File: src/rtl/ro_puf_sequencer.sv
// RO PUF measurement sequencer: 16 rounds of 256 cycles, one oscillator pair per round,
// edge-count compare per round. Optional PUF_TIE_FLAG_EN adds the per-round Tie output.
module ro_puf_sequencer #(
  parameter int unsigned CNT_W = 12
) (
  input  logic        clk,
  input  logic        Reset_n,
  input  logic        Start,
  input  logic [0:15] RO_A,
  input  logic [0:15] RO_B,
  output logic [0:15] Ro_en,
  output logic        Out_bit,
  output logic [0:3]  round,
  output logic [0:7]  count,
  output logic        Busy,
`ifdef PUF_TIE_FLAG_EN
  output logic [0:15] Tie,
`endif
  output logic        Done
);

  localparam logic [3:0]       ROUND_LAST = 4'd15;
  localparam logic [7:0]       COUNT_LAST = 8'd255;
  localparam logic [7:0]       WIN_LO     = 8'd4;
  localparam logic [7:0]       WIN_HI     = 8'd247;
  localparam logic [7:0]       CMP_AT     = 8'd249;
  localparam logic [CNT_W-1:0] CNT_MAX    = '1;

  typedef enum logic [1:0] {
    IDLE = 2'd0,
    RUN  = 2'd1,
    DONE = 2'd2
  } state_t;

  state_t           state_q;
  logic             sa_s1, sa_s2, sa_d;
  logic             sb_s1, sb_s2, sb_d;
  logic [CNT_W-1:0] cnt_a, cnt_b;

  logic ro_a_sel, ro_b_sel, edge_a, edge_b, in_win, last_cyc;

  // One-hot enable vector for a given round index
  function automatic logic [0:15] onehot(input logic [3:0] r);
    logic [0:15] v;
    v    = '0;
    v[r] = 1'b1;
    return v;
  endfunction

  assign ro_a_sel = RO_A[round];
  assign ro_b_sel = RO_B[round];
  assign edge_a   = sa_s2 & ~sa_d;
  assign edge_b   = sb_s2 & ~sb_d;
  assign in_win   = (count >= WIN_LO) && (count <= WIN_HI);
  assign last_cyc = (round == ROUND_LAST) && (count == COUNT_LAST);

  always_ff @(posedge clk or negedge Reset_n) begin
    if (!Reset_n) begin
      state_q <= IDLE;
      round   <= ROUND_LAST;
      count   <= COUNT_LAST;
      Ro_en   <= '0;
      Out_bit <= 1'b0;
      Busy    <= 1'b0;
      Done    <= 1'b0;
      sa_s1   <= 1'b0;
      sa_s2   <= 1'b0;
      sa_d    <= 1'b0;
      sb_s1   <= 1'b0;
      sb_s2   <= 1'b0;
      sb_d    <= 1'b0;
      cnt_a   <= '0;
      cnt_b   <= '0;
`ifdef PUF_TIE_FLAG_EN
      Tie     <= '0;
`endif
    end else begin
      Done <= 1'b0;
      case (state_q)
        IDLE: begin
          if (Start) begin
            state_q <= RUN;
            round   <= 4'd0;
            count   <= 8'd0;
            Busy    <= 1'b1;
            Ro_en   <= onehot(4'd0);
            sa_s1   <= 1'b0;
            sa_s2   <= 1'b0;
            sa_d    <= 1'b0;
            sb_s1   <= 1'b0;
            sb_s2   <= 1'b0;
            sb_d    <= 1'b0;
            cnt_a   <= '0;
            cnt_b   <= '0;
`ifdef PUF_TIE_FLAG_EN
            Tie     <= '0;
`endif
          end
        end

        RUN: begin
          // Sequencing: round/count advance, park values are already in place on exit
          if (last_cyc) begin
            state_q <= DONE;
            Busy    <= 1'b0;
            Done    <= 1'b1;
            Ro_en   <= '0;
          end else begin
            count <= count + 8'd1;
            if (count == COUNT_LAST) begin
              round <= round + 4'd1;
              Ro_en <= onehot(round + 4'd1);
            end
          end

          // Synchronizers, edge detectors and counters restart with each pair
          if (count == 8'd0) begin
            sa_s1 <= 1'b0;
            sa_s2 <= 1'b0;
            sa_d  <= 1'b0;
            sb_s1 <= 1'b0;
            sb_s2 <= 1'b0;
            sb_d  <= 1'b0;
            cnt_a <= '0;
            cnt_b <= '0;
          end else begin
            sa_s1 <= ro_a_sel;
            sa_s2 <= sa_s1;
            sa_d  <= sa_s2;
            sb_s1 <= ro_b_sel;
            sb_s2 <= sb_s1;
            sb_d  <= sb_s2;
            if (edge_a && in_win && (cnt_a != CNT_MAX)) cnt_a <= cnt_a + CNT_W'(1);
            if (edge_b && in_win && (cnt_b != CNT_MAX)) cnt_b <= cnt_b + CNT_W'(1);
          end

          if (count == CMP_AT) begin
            Out_bit    <= (cnt_a > cnt_b);
`ifdef PUF_TIE_FLAG_EN
            Tie[round] <= (cnt_a == cnt_b);
`endif
          end
        end

        DONE: begin
          state_q <= IDLE;
        end

        default: begin
          state_q <= IDLE;
          Busy    <= 1'b0;
          Ro_en   <= '0;
          round   <= ROUND_LAST;
          count   <= COUNT_LAST;
        end
      endcase
    end
  end

endmodule

File: config.mk
export PLATFORM = sky130hd
export DESIGN_NAME = ro_puf_sequencer
export DESIGN_NICKNAME = d
export VERILOG_FILES = /design/src/rtl/ro_puf_sequencer.sv
export SDC_FILE = /design/constraint.sdc
export NUM_CORES = 1
export LEC_CHECK = 0
export ABC_CLOCK_PERIOD_IN_PS = 2700
export CORE_MARGIN = 5
export CORE_UTILIZATION = 54
export CTS_CLUSTER_DIAMETER = 60
export CTS_CLUSTER_SIZE = 16
export DETAILED_ROUTE_END_ITERATION = 10
export GPL_TIMING_DRIVEN = 0
export HOLD_SLACK_MARGIN = 0.08
export PLACE_DENSITY = 0.84
export SLEW_MARGIN = 20
export SYNTH_ARGS = -nofsm -noshare
export SYNTH_HDL_FRONTEND = slang
export SYNTH_SLANG_ARGS = --single-unit
File: constraint.sdc
create_clock -name clk -period 2.7 [get_ports clk]
set_input_delay 0.81 -clock clk [delete_from_list [all_inputs] [get_ports clk]]
set_output_delay 0.81 -clock clk [all_outputs]
set_load 0.005 [all_outputs]
== Word level (Yosys, flattened, before mapping) ==
Index checks and enable logic that the tools add are counted.

* Register bits: 63
* Bits of input ports: 35
* Word-level logic and storage cells: 112

* Add/sub/neg operators: 4
* Magnitude comparators: 6
* Eq/ne operators: 14
* Multiplexer cells: 47
* Bitwise operators: 7
* Reduce and logical (&&, ||, !) cells: 19

{| class="wikitable"
|+ Operators by type and width
! cell !! number
|-
| 2-to-1 mux 12 bit || 5
|-
| 2-to-1 mux 16 bit || 3
|-
| case mux 12 bit (2 select lines) || 2
|-
| case mux 16 bit (3 select lines) || 1
|-
| adder 12 x 1 -> 12 bit (second input constant) || 2
|-
| inequality test 12 bit (second input constant) || 2
|-
| case mux 8 bit (3 select lines) || 1
|-
| == test 8 bit (second input constant) || 2
|-
| 2-to-1 mux 1 bit || 16
|-
| 2-to-1 mux 8 bit || 2
|-
| AND reduction 3 bit || 5
|-
| > comparator 12 bit || 1
|-
| 2-to-1 mux 4 bit || 3
|-
| case mux 1 bit (2 select lines) || 6
|-
| case mux 4 bit (3 select lines) || 1
|-
| >= comparator 5 bit (second input constant) || 2
|-
| inverter 4 -> 5 bit || 2
|-
| inequality test 3 bit (second input constant) || 3
|-
| adder 8 x 1 -> 8 bit (second input constant) || 1
|-
| binary-select mux 1 bit (select 4 bit) || 2
|-
| >= comparator 8 x 3 -> 1 bit (second input constant) || 1
|-
| less-or-equal comparator 8 bit (second input constant) || 1
|-
| logical NOT 8 bit || 1
|-
| inequality test 2 bit (second input constant) || 4
|-
| other kinds (16) || 28
|}

== Depth between registers and ports, before layout ==
Gate-level depths: netlist of the first run.

* Depth after elaboration: 9
* Depth in mapped cells: 8

== Worst setup path after synthesis of the first run ==
OpenSTA, ideal clock, no wires.

* Kind: input to register
* Start point: input Start
* End point: register cnt_a[8]
* Library setup time: 87 ps
* Data arrival time: 1820 ps
* Slack: 793 ps
* Cell stages on the path: 5
* Cell sequence: nor2_1 or2_2 clkbuf_1 or4_1 o211ai_1

* Word-level cells in the longest chain between the ends: 2

{| class="wikitable"
|+ Ends and longest elaborated chain
! item !! line !! source
|-
| start, declared || 8 || <nowiki>input logic Start,</nowiki>
|-
| inequality test 2 bit (no source line) || -- ||
|-
| AND reduction 3 bit (no source line) || -- ||
|-
| end signal, assigned || 133 || <nowiki>if (edge_a && in_win && (cnt_a != CNT_MAX)) cnt_a <= cnt_a + CNT_W'(1);</nowiki>
|-
| end, declared || 38 || <nowiki>logic [CNT_W-1:0] cnt_a, cnt_b;</nowiki>
|}

Every way passes these cells.
A chain may end at the register's enable or synchronous reset.

== Worst setup path in the final report of the first run ==
* Start point: input Start
* End point: register Ro_en[0] (netlist name)

* Word-level cells in the longest chain between the ends: 2

{| class="wikitable"
|+ Ends and longest elaborated chain
! item !! line !! source
|-
| inequality test 2 bit (no source line) || -- ||
|-
| AND reduction 3 bit (no source line) || -- ||
|-
| end signal, assigned || 86 || <nowiki>Ro_en <= onehot(4'd0);</nowiki>
|-
| end signal, assigned || 112 || <nowiki>Ro_en <= onehot(round + 4'd1);</nowiki>
|-
| end, declared || 11 || <nowiki>output logic [0:15] Ro_en,</nowiki>
|}

Every way passes these cells.

==> results of run 1 <==
[layout make-up]
| cell class | count | area share |
|---|---|---|
| clock buffer | 10 | 0.0279 |
| tap | 99 | 0.0251 |
| inverter | 24 | 0.0183 |
| timing repair buffer | 66 | 0.135 |
| clock inverter | 6 | 0.0188 |
| multi-input combinational | 299 | 0.431 |
| sequential | 63 | 0.323 |
| buffer | 22 | 0.0213 |
[synth_stat cells, types with 6 or more instances]
cell type / instances / area, sq um
nor3_1: 7 / 35.0
nor2_1: 28 / 105
mux4_2: 8 / 180
ha_1: 22 / 275
or4_1: 9 / 67.6
o211ai_1: 13 / 97.6
dfrtp_1: 51 / 1280
a22o_1: 19 / 166
nand4_1: 10 / 62.6
buf_2: 6 / 30.0
inv_1: 24 / 90.1
a21oi_1: 22 / 110
nand2_1: 37 / 139
nand3_1: 30 / 150
nor2b_1: 9 / 56.3
clkbuf_1: 11 / 41.3
dfstp_2: 12 / 315
a21o_1: 6 / 45.0
a31oi_1: 12 / 75.1
[logic make-up (layout without fill, tap and decap cells)]
kind of cell               Yosys count  in the layout  synth area share
adders and majority gates           22             22            0.0704
DFF                                 63             63             0.407
xor gates and xnor gates             2              2           0.00448
and+or+nand+nor                    155            155             0.210
buffers and inverters               46            128            0.0499
AOI/OAI and AO/OA                  112            112             0.212
muxes                                8              8            0.0460
[registers in the layout, summed over array words and instances (netlist names), 2 cells and up]
name     flops
round        4
count        8
cnt_b       12
Ro_en       16
cnt_a       12
state_q      2
[metrics by stage]
| step | util | hold slack (ns) | cell area (sq um) | cells |
|---|---|---|---|---|
| floorplan | - | 0.466 | 3910 | 408 |
| global placement | 0.657 | 0.478 | 4690 | 572 |
| detailed placement | 0.659 | 0.482 | 4700 | 573 |
| CTS | 0.691 | 0.355 | 4930 | 589 |
| global route | 0.691 | 0.366 | 4930 | 589 |
| finish | 0.691 | 0.354 | 4930 | 589 |
[layer usage]
layer  wire length, microns  up-vias  global-route usage  part of all wire
met4                    244        0              0.0757             0.024
li1                       -     1693                   -                 -
met3                    980       31              0.0797             0.095
met5                      0        -                   0                 0
met2                   4800      182               0.388              0.46
met1                   4310     1752               0.328              0.42
[worst min-delay path by stage]
stage / endpoint / slack (ns) / startpoint
final: state_q[0]$_DFFE_PN0P_ / 0.35 / Reset_n
after global routing: state_q[0]$_DFFE_PN0P_ / 0.37 / Reset_n
after CTS: Busy$_DFFE_PN0P_ / 0.35 / Reset_n
after detailed placement: sb_s1$_DFFE_PN0P_ / 0.48 / sb_s1$_DFFE_PN0P_
after global placement: sa_s1$_DFFE_PN0P_ / 0.48 / sa_s1$_DFFE_PN0P_
after floorplan: sa_s1$_DFFE_PN0P_ / 0.47 / sa_s1$_DFFE_PN0P_
[cells in the final DEF, fill, tap and decap left out, types with 3 or more instances in the layout]
cell type and count:
clkbuf_1 11, o22ai_1 4, a22o_1 19, a21o_1 6, buf_1 3, a2bb2oi_1 3
or2_2 3, o21ai_0 4, nor3_1 7, nor2b_1 9, clkdlybuf4s50_1 64, dfstp_2 12
clkbuf_8 10, or4_1 9, a31oi_1 12, nand3_1 30, buf_2 6, a21oi_1 22
o211ai_1 13, nand2_1 37, and3_1 5, mux4_2 8, ha_1 22, nand4_1 10
inv_1 24, a32o_1 3, nor2_1 28, dfrtp_1 51
[power groups by stage]
| stage | Combinational [W] | Sequential (W) | Clock [W] |
|---|---|---|---|
| floorplan | 0.00109 | 0.00157 | 0 |
| global placement | 0.00149 | 0.00164 | 0 |
| detailed placement | 0.00157 | 0.00165 | 0 |
| CTS | 0.00159 | 0.00164 | 0.000958 |
| global route | 0.00179 | 0.00171 | 0.00100 |
| finish | 0.00159 | 0.00165 | 0.000949 |
==> flow_metrics.tcl, run 1 <==
set metrics [dict create \
    worst-path-buf-inv 3 \
    setup_tns_ns 0 \
    portBuffers 65 \
    required_ns 2.90 \
    io_pins 66 \
    syn_avg_cell_area_sq_um 9.59 \
    max_stage_delay_ns 0.51 \
    post-route-min-period_ns 2.52 \
    crit_start "Start" \
    crit-reg2reg-capture "cnt_b[3]$_DFFE_PN0P_" \
    dp_slack_ns -0.140 \
    antenna_found_initial 0 \
    seq_power_share 0.393 \
    antenna_cells 0 \
    cp_top_family "buffers and inverters" \
    leakagePower_nw 2.12 \
    ys_ff_latch 63 \
    dpl.hpwl_microns 7560 \
    slew_headroom 0.455 \
    rows 31 \
    multi_input_area_sq_mm 0.00213 \
    grt_start_max_net_pins 41 \
    gr-total-overflow 0 \
    critPathKind "in -> reg" \
    rsz0062_at_grt "false" \
    slew_viol_final 0 \
    dr.pass1.iters 5 \
    nFillCells 543 \
    cts_buffers 9 \
    clock_sinks 63 \
    rr_worst_depth 7 \
    tightest_slew_ns 0.815 \
    core_sq_mm 0.00714 \
    ys_seq_area_frac 0.407 \
    wl_per_cell_microns 17.5 \
    power_w 0.00419 \
    worst_slack_ns 0.179 \
    path_clk_slew_ns 0.08 \
    critPathArrivalTime_ns 2.72 \
    synth_area_sq_mm 0.00391 \
    regToRegSetupSlack_ns 0.32 \
    finClkSkew_ns 0.0156 \
    syn_nets 465 \
    route.detailed.drc 0 \
    cts_tree "yes" \
    place_congestion 0.882 \
    ys_types 61 \
    synthFlopType "dfrtp_1" \
    switching_power_w 0.00158 \
    initial_core_util 0.548 \
    grt_pass1_vias 3695 \
    reg2reg_from "state_q[1]$_DFFE_PN0P_" \
    hold_buffers 0 \
    vias 3658 \
    die_area_sq_mm 0.00905 \
    crit_path_cell_trace "clkdlybuf4s50_1, nor2_1, or2_2, clkbuf_1, buf_1, o211ai_1" \
    synth_edf_count 0 \
    drt_iter0_markers 356 \
    p_clk_frac 0.226 \
    nets 542 \
    die_y_microns 95.1 \
    status "finished clean" \
    post_cts_buffers 0 \
    crit_path_max_fanout 10 \
    async_reset_ff_frac 1.00 \
    clockBufferDepth 2 \
    slowest_stage "buf_1" \
    ir_drop_mv 0.325 \
    syn_inst 408 \
    finalSetupViolations 0 \
    drt-vias-per-instance 6.21 \
    yosys_warnings 0 \
    crit_path_start_kind "primary input" \
    power_frac_comb 0.380 \
    cts_root_buffer "clkbuf_8" \
    ctsResizeCount 0 \
    final-seq-area_sq_mm 0.00159 \
    ant_nets 0 \
    hold_class "in -> async" \
    worstSkewPairLatency_ns 0.35 \
    p_per_area_mw_per_mm2 850 \
    path_depth 6 \
    fmax_mhz 397 \
    p_int_w 0.00261 \
    final-hold-violation-count 0 \
    cts_max_level 3 \
    power.share.switching 0.378 \
    grt_use_total 0.248 \
    maxCapViolations 0 \
    die_x_microns 95.1 \
    worstSetupEndpoint "Ro_en[0]$_DFFE_PN0P_" \
    endpoint_kind "flip-flop" \
    drive_gt1_frac 0.120 \
    grt_pass1_wl_microns 17700 \
    wirelength_microns 10300 \
    synthToLayoutAreaGrowth_pct 26.1 \
    min_period_over_period 0.934 \
]
Power figures use the tool's default switching activity.
==> run 2: changes to the inputs <==
Settings changed: CELL_PAD_IN_SITES_DETAIL_PLACEMENT from default to 1, CELL_PAD_IN_SITES_GLOBAL_PLACEMENT from default to 1, CORE_UTILIZATION 54 to 41, PLACE_DENSITY 0.84 to 0.83, SLEW_MARGIN 20 to 0.
==> run 2 against run 1 <==
Against the previous run: first-iteration DRC count down 56%; clock power about the same; combinational power increased by 3%; largest power group unchanged.
==> flow_metrics.tcl, run 2 (synthesis gave the netlist of run 1 again) <==
set metrics [dict create \
    rows 35 \
    dr.pass1.iters 4 \
    cts_root_buffer "clkbuf_8" \
    post-route-min-period_ns 2.48 \
    dpl.hpwl_microns 8610 \
    tightest_slew_ns 0.830 \
    hold_class "reg -> reg" \
    largest_reg_flops 16 \
    worstSkewPairLatency_ns 0.36 \
    final_common_cell "clkdlybuf4s50_1" \
    clockBufferDepth 2 \
    rsz0062_at_grt "false" \
    grt_pass1_vias 3921 \
    critPathArrivalTime_ns 2.77 \
    core_sq_mm 0.00928 \
    clock_sinks 63 \
    required_ns 2.99 \
    drt_iter0_markers 157 \
    slowest_stage "buf_1" \
    leakagePower_nw 2.11 \
    nets 541 \
    cts_buffers 9 \
    die_x_microns 108 \
    final-hold-violation-count 0 \
    fin_cells 618 \
    holdWs_ns 0.508 \
    status "finished clean" \
    slew_headroom 0.445 \
    die_area_sq_mm 0.0116 \
    portBuffers 65 \
    place_congestion 0.863 \
    largest_registers "Ro_en (16), cnt_a (12), cnt_b (12)" \
    crit_path_start_kind "primary input" \
    dp.cells 602 \
    antenna_found_initial 0 \
    final_cell_mix "clkdlybuf4s50_1, dfrtp_1, nand2_1" \
    synthToLayoutAreaGrowth_pct 26.4 \
    max_stage_delay_ns 0.50 \
    hold_buffers 0 \
    route.detailed.drc 0 \
    ant_nets 0 \
    wl_met3_microns 568 \
    wl_met1_microns 5360 \
    p_per_area_mw_per_mm2 859 \
    worst-path-buf-inv 3 \
    top_layer_used "met4" \
    wirelength_microns 12000 \
    critPathKind "in -> reg" \
    grt_start_max_net_pins 64 \
    gr-total-overflow 0 \
    worst_slack_ns 0.217 \
    vias 3661 \
    cts_max_level 3 \
    wl_per_cell_microns 19.4 \
    slew_viol_final 0 \
    post_cts_buffers 0 \
    path_clk_slew_ns 0.07 \
    drive_gt1_frac 0.119 \
    fmax_mhz 403 \
    wl_met2_microns 5860 \
    top_register "Ro_en" \
    cp_top_family "buffers and inverters" \
    endpoint_kind "flip-flop" \
    min_period_over_period 0.920 \
    initial_core_util 0.421 \
    dp_slack_ns -0.192 \
    grt_use_total 0.219 \
    finClkSkew_ns 0.0165 \
    die_y_microns 108 \
    cts_tree "yes" \
    crit_path_cell_trace "clkdlybuf4s50_1, nor2_1, or2_2, clkbuf_1, buf_1, nand2_1, nand3_1" \
    io_pins 66 \
    crit_path_max_fanout 10 \
    finalSetupViolations 0 \
    drt-vias-per-instance 5.92 \
    antenna_cells 0 \
    ir_drop_mv 0.337 \
    grt_pass1_wl_microns 20100 \
    maxCapViolations 0 \
]
run 2: changes by cell type in the layout (fill, tap and decap cells not counted), sizes merged:
| cell | previous run | this run |
|---|---|---|
| clkinvlp | 2 | 1 |
| buf | 13 | 11 |
| clkbuf | 21 | 22 |
| clkinv | 1 | 2 |
run 2: final timing paths:
| kind | startpoint | end | slack [ns] | cells after the start |
|---|---|---|---|---|
| setup / recovery | Start | cnt_a[3]$_DFFE_PN0P_ | 0.22 | 7 |
| hold / removal | sa_d$_DFFE_PN0P_ | sa_d$_DFFE_PN0P_ | 0.51 | 1 |
| setup reg to reg | state_q[1]$_DFFE_PN0P_ | cnt_b[7]$_DFFE_PN0P_ | 0.26 | 7 |
| hold reg to reg | sa_d$_DFFE_PN0P_ | sa_d$_DFFE_PN0P_ | 0.51 | 1 |
| max in group asynchronous | Reset_n | Ro_en[4]$_DFFE_PN0P_ | 1.61 | 1 |
| min in group asynchronous | Reset_n | Done$_DFF_PN0_ | 0.52 | 1 |
run 2: final cells by class:
class / instances / area, sq um
fill: 1055 / 4340
multi-input combinational: 299 / 2130
sequential: 63 / 1590
timing repair buffer: 65 / 648
tap: 129 / 161
clock buffer: 10 / 128
buffer: 22 / 106
clock inverter: 6 / 93.8
inverter: 24 / 90.1
run 2: power breakdown:
| group | switching, W | internal (W) | total, W |
|---|---|---|---|
| Combinational | 0.000832 | 0.000795 | 0.00163 |
| Sequential | 0.000402 | 0.00127 | 0.00167 |
| Clock | 0.000424 | 0.000527 | 0.000950 |
run 2: per-stage QoR:
stage / total power [W] / setup TNS (ns) / util / cell area (sq um)
floorplan: 0.00266 / 0 / - / 3910
global placement: 0.00317 / -73.81 / 0.509 / 4720
detailed placement: 0.00328 / -2.64 / 0.509 / 4720
CTS: 0.00426 / 0 / 0.532 / 4940
global route: 0.00454 / 0 / 0.533 / 4940
finish: 0.00425 / 0 / 0.533 / 4940
run 2: timing repair:
action                                  4_1_cts  5_1_grt
endpoints found under the setup margin        0        1
resized for setup                             0        1
hold endpoints to repair                      0        0
run 2: per-layer routing:
metal / up-vias / global-route usage
li1: 1695 / -
met1: 1858 / 0.284
met2: 90 / 0.366
met3: 18 / 0.0390
met4: 0 / 0.0803
met5: - / 0
==> run 3: changes to the inputs <==
Settings changed: ABC_AREA from default to 1, CAP_MARGIN from default to 20, CORE_UTILIZATION 41 to 39.
==> run 3 against run 2 <==
Against the previous run: setup slack better by 0.15 ns; register-to-register slack better by 0.41 ns; clock skew down 0.0053 ns; die area rose by 13%; sequential cell count is the same; design area is 7.6% higher; first-iteration DRC count increased by 5.1%; count of clock-buffer cells in the layout increased by 3; critical path depth shrank 6; routed wire length increased by 11%.
==> flow_metrics.tcl, run 3 <==
set metrics [dict create \
    status "finished clean" \
    path_clk_slew_ns 0.07 \
    synth_edf_count 0 \
    wirelength_microns 13300 \
    ant_nets 0 \
    slowest_stage "dfstp_2" \
    slew_headroom 0.436 \
    top_register "Ro_en" \
    vias 4242 \
    post-route-min-period_ns 2.33 \
    grt_pass1_wl_microns 23000 \
    ys_types 37 \
    final_cell_mix "nand2_1, clkdlybuf4s50_1, nand3_1" \
    hold_depth 2 \
    crit_path_max_fanout 7 \
    drt-vias-per-instance 5.24 \
    syn_inst 588 \
    max_stage_delay_ns 0.63 \
    worst-path-buf-inv 1 \
    die_y_microns 115 \
    yosys_warnings 0 \
    synthFlopType "dfrtp_1" \
    dpl.hpwl_microns 9930 \
    portBuffers 65 \
    rr_worst_depth 10 \
    worstHoldEndpoint "sb_d$_DFFE_PN0P_" \
    final_common_cell "nand2_1" \
    wl_per_cell_microns 16.4 \
    async_reset_ff_frac 1.00 \
    required_ns 1.89 \
    syn_avg_cell_area_sq_um 7.27 \
    worstSkewPairLatency_ns 0.36 \
    maxCapViolations 0 \
    finalSetupViolations 0 \
    ys_ff_latch 63 \
    crit_path_cell_trace "clkdlybuf4s50_1" \
    endpoint_kind "output pin" \
    finClkSkew_ns 0.0112 \
    ys_seq_area_frac 0.372 \
    rows 38 \
    nets 721 \
    regToRegSetupSlack_ns 0.67 \
    grt_use_total 0.217 \
    multi_input_area_sq_mm 0.00234 \
    tightest_slew_ns 0.846 \
    p_per_area_mw_per_mm2 468 \
    synth_area_sq_mm 0.00428 \
    drive_gt1_frac 0.136 \
    grt_start_max_net_pins 64 \
    drt_iter0_markers 165 \
    crit_path_start_kind "flip-flop" \
    antenna_found_initial 0 \
    synth_top_area_share 0.299 \
    cp_top_family "flip-flops" \
    path_depth 1 \
    min_from "sb_d$_DFFE_PN0P_" \
    final-seq-area_sq_mm 0.00159 \
    core_sq_mm 0.0108 \
    clockBufferDepth 2 \
    dr.pass1.iters 4 \
    io_pins 66 \
    clock_sinks 63 \
    die_x_microns 115 \
    cts_root_buffer "clkbuf_8" \
    cts_tree "yes" \
    die_area_sq_mm 0.0132 \
    nFillCells 1393 \
    hold_buffers 0 \
    syn_nets 645 \
    post_dp_cell_area_sq_mm 0.00510 \
    rsz0062_at_grt "false" \
    leakagePower_nw 2.53 \
    grt_pass1_vias 4762 \
    reg2reg_from "cnt_b[0]$_DFFE_PN0P_" \
    crit-reg2reg-capture "cnt_b[4]$_DFFE_PN0P_" \
    critPathArrivalTime_ns 1.52 \
    synth_area_leaders "dfrtp_1, nand2_1, dfstp_2" \
    synth.most_common_cell "nand2_1" \
    final-hold-violation-count 0 \
    critPathKind "reg -> out" \
    place_congestion 0.822 \
    route.detailed.drc 0 \
    worst_slack_ns 0.367 \
    slew_viol_final 0 \
    dp_slack_ns 0.274 \
    post_cts_buffers 0 \
    antenna_cells 0 \
    synthToLayoutAreaGrowth_pct 24.5 \
    design_area_sq_mm 0.00532 \
    min_period_over_period 0.864 \
    largest_reg_flops 16 \
    largest_registers "Ro_en (16), cnt_a (12), cnt_b (12)" \
    synth_top_cell_by_area "dfrtp_1" \
    ir_drop_mv 0.207 \
    cts_max_level 3 \
    hold_class "reg -> reg" \
    yosys-top-cells-count "nand2_1, nand3_1, dfrtp_1, inv_1, nor2_1" \
    ctsResizeCount 0 \
    gr-total-overflow 0 \
    initial_core_util 0.396 \
    fmax_mhz 429 \
    cts_buffers 9 \
]
-- run 3: cell count changes after synthesis, moves of 11 or more --
cell,delta
inv_1,+27
a31oi_1,-11
nor2_1,+21
a22o_1,-19
nand3_1,+27
o21ai_0,+13
nand2_1,+142
o21ai_1,+23
nand2_2,+20
-- run 3: area by class of cell --
class	instances	area share
Tap cell	140	0.0329
Clock inverter	3	0.0122
Clock buffer	13	0.0299
Multi-Input combinational cell	448	0.440
Sequential cell	63	0.299
Inverter	60	0.0435
Buffer	17	0.0212
Timing Repair Buffer	65	0.122
-- run 3: cell families after synthesis --
logic type	Yosys count	synth area share
simple gates	347	0.370
buf+inv	77	0.0805
compound gates	68	0.0907
flops	63	0.372
fa+ha+maj	22	0.0644
xor+xnor	11	0.0225
-- run 3: per-stage QoR --
step	hold slack, ns	setup TNS, ns	util	instances	power (W)
3_5_place_dp	0.477	0	0.472	793	0.00154
5_1_grt	0.534	0	0.493	809	0.00263
4_1_cts	0.497	0	0.493	809	0.00251
6_report	0.502	0	0.493	809	0.00249
2_1_floorplan	0.449	0	-	588	0.00136
3_3_place_gp	0.463	-75.81	0.473	793	0.00150
-- run 3: how the worst max path moves through the flow --
stage	startpoint	endpoint
5_1_grt	count[5]$_DFFE_PN1P_	count[5]
3_5_place_dp	Start	cnt_b[4]$_DFFE_PN0P_
2_1_floorplan	Start	cnt_b[10]$_DFFE_PN0P_
4_1_cts	count[5]$_DFFE_PN1P_	count[5]
3_3_place_gp	Reset_n	state_q[1]$_DFFE_PN0P_
6_report	count[5]$_DFFE_PN1P_	count[5]
-- run 3: layer usage --
metal	global-route usage	vias up	wire length, microns
met1	0.253	2085	5550
li1	-	2053	-
met2	0.397	83	6980
met5	0	-	0
met4	0.0751	0	270
met3	0.0423	21	465
-- run 3: where the power goes --
part	leakage [nW]	switching (W)	total, W	internal [W]
Sequential	0.808	0.0000877	0.00109	0.000999
Combinational	1.61	0.000242	0.000440	0.000198
Clock	0.114	0.000393	0.000963	0.000570
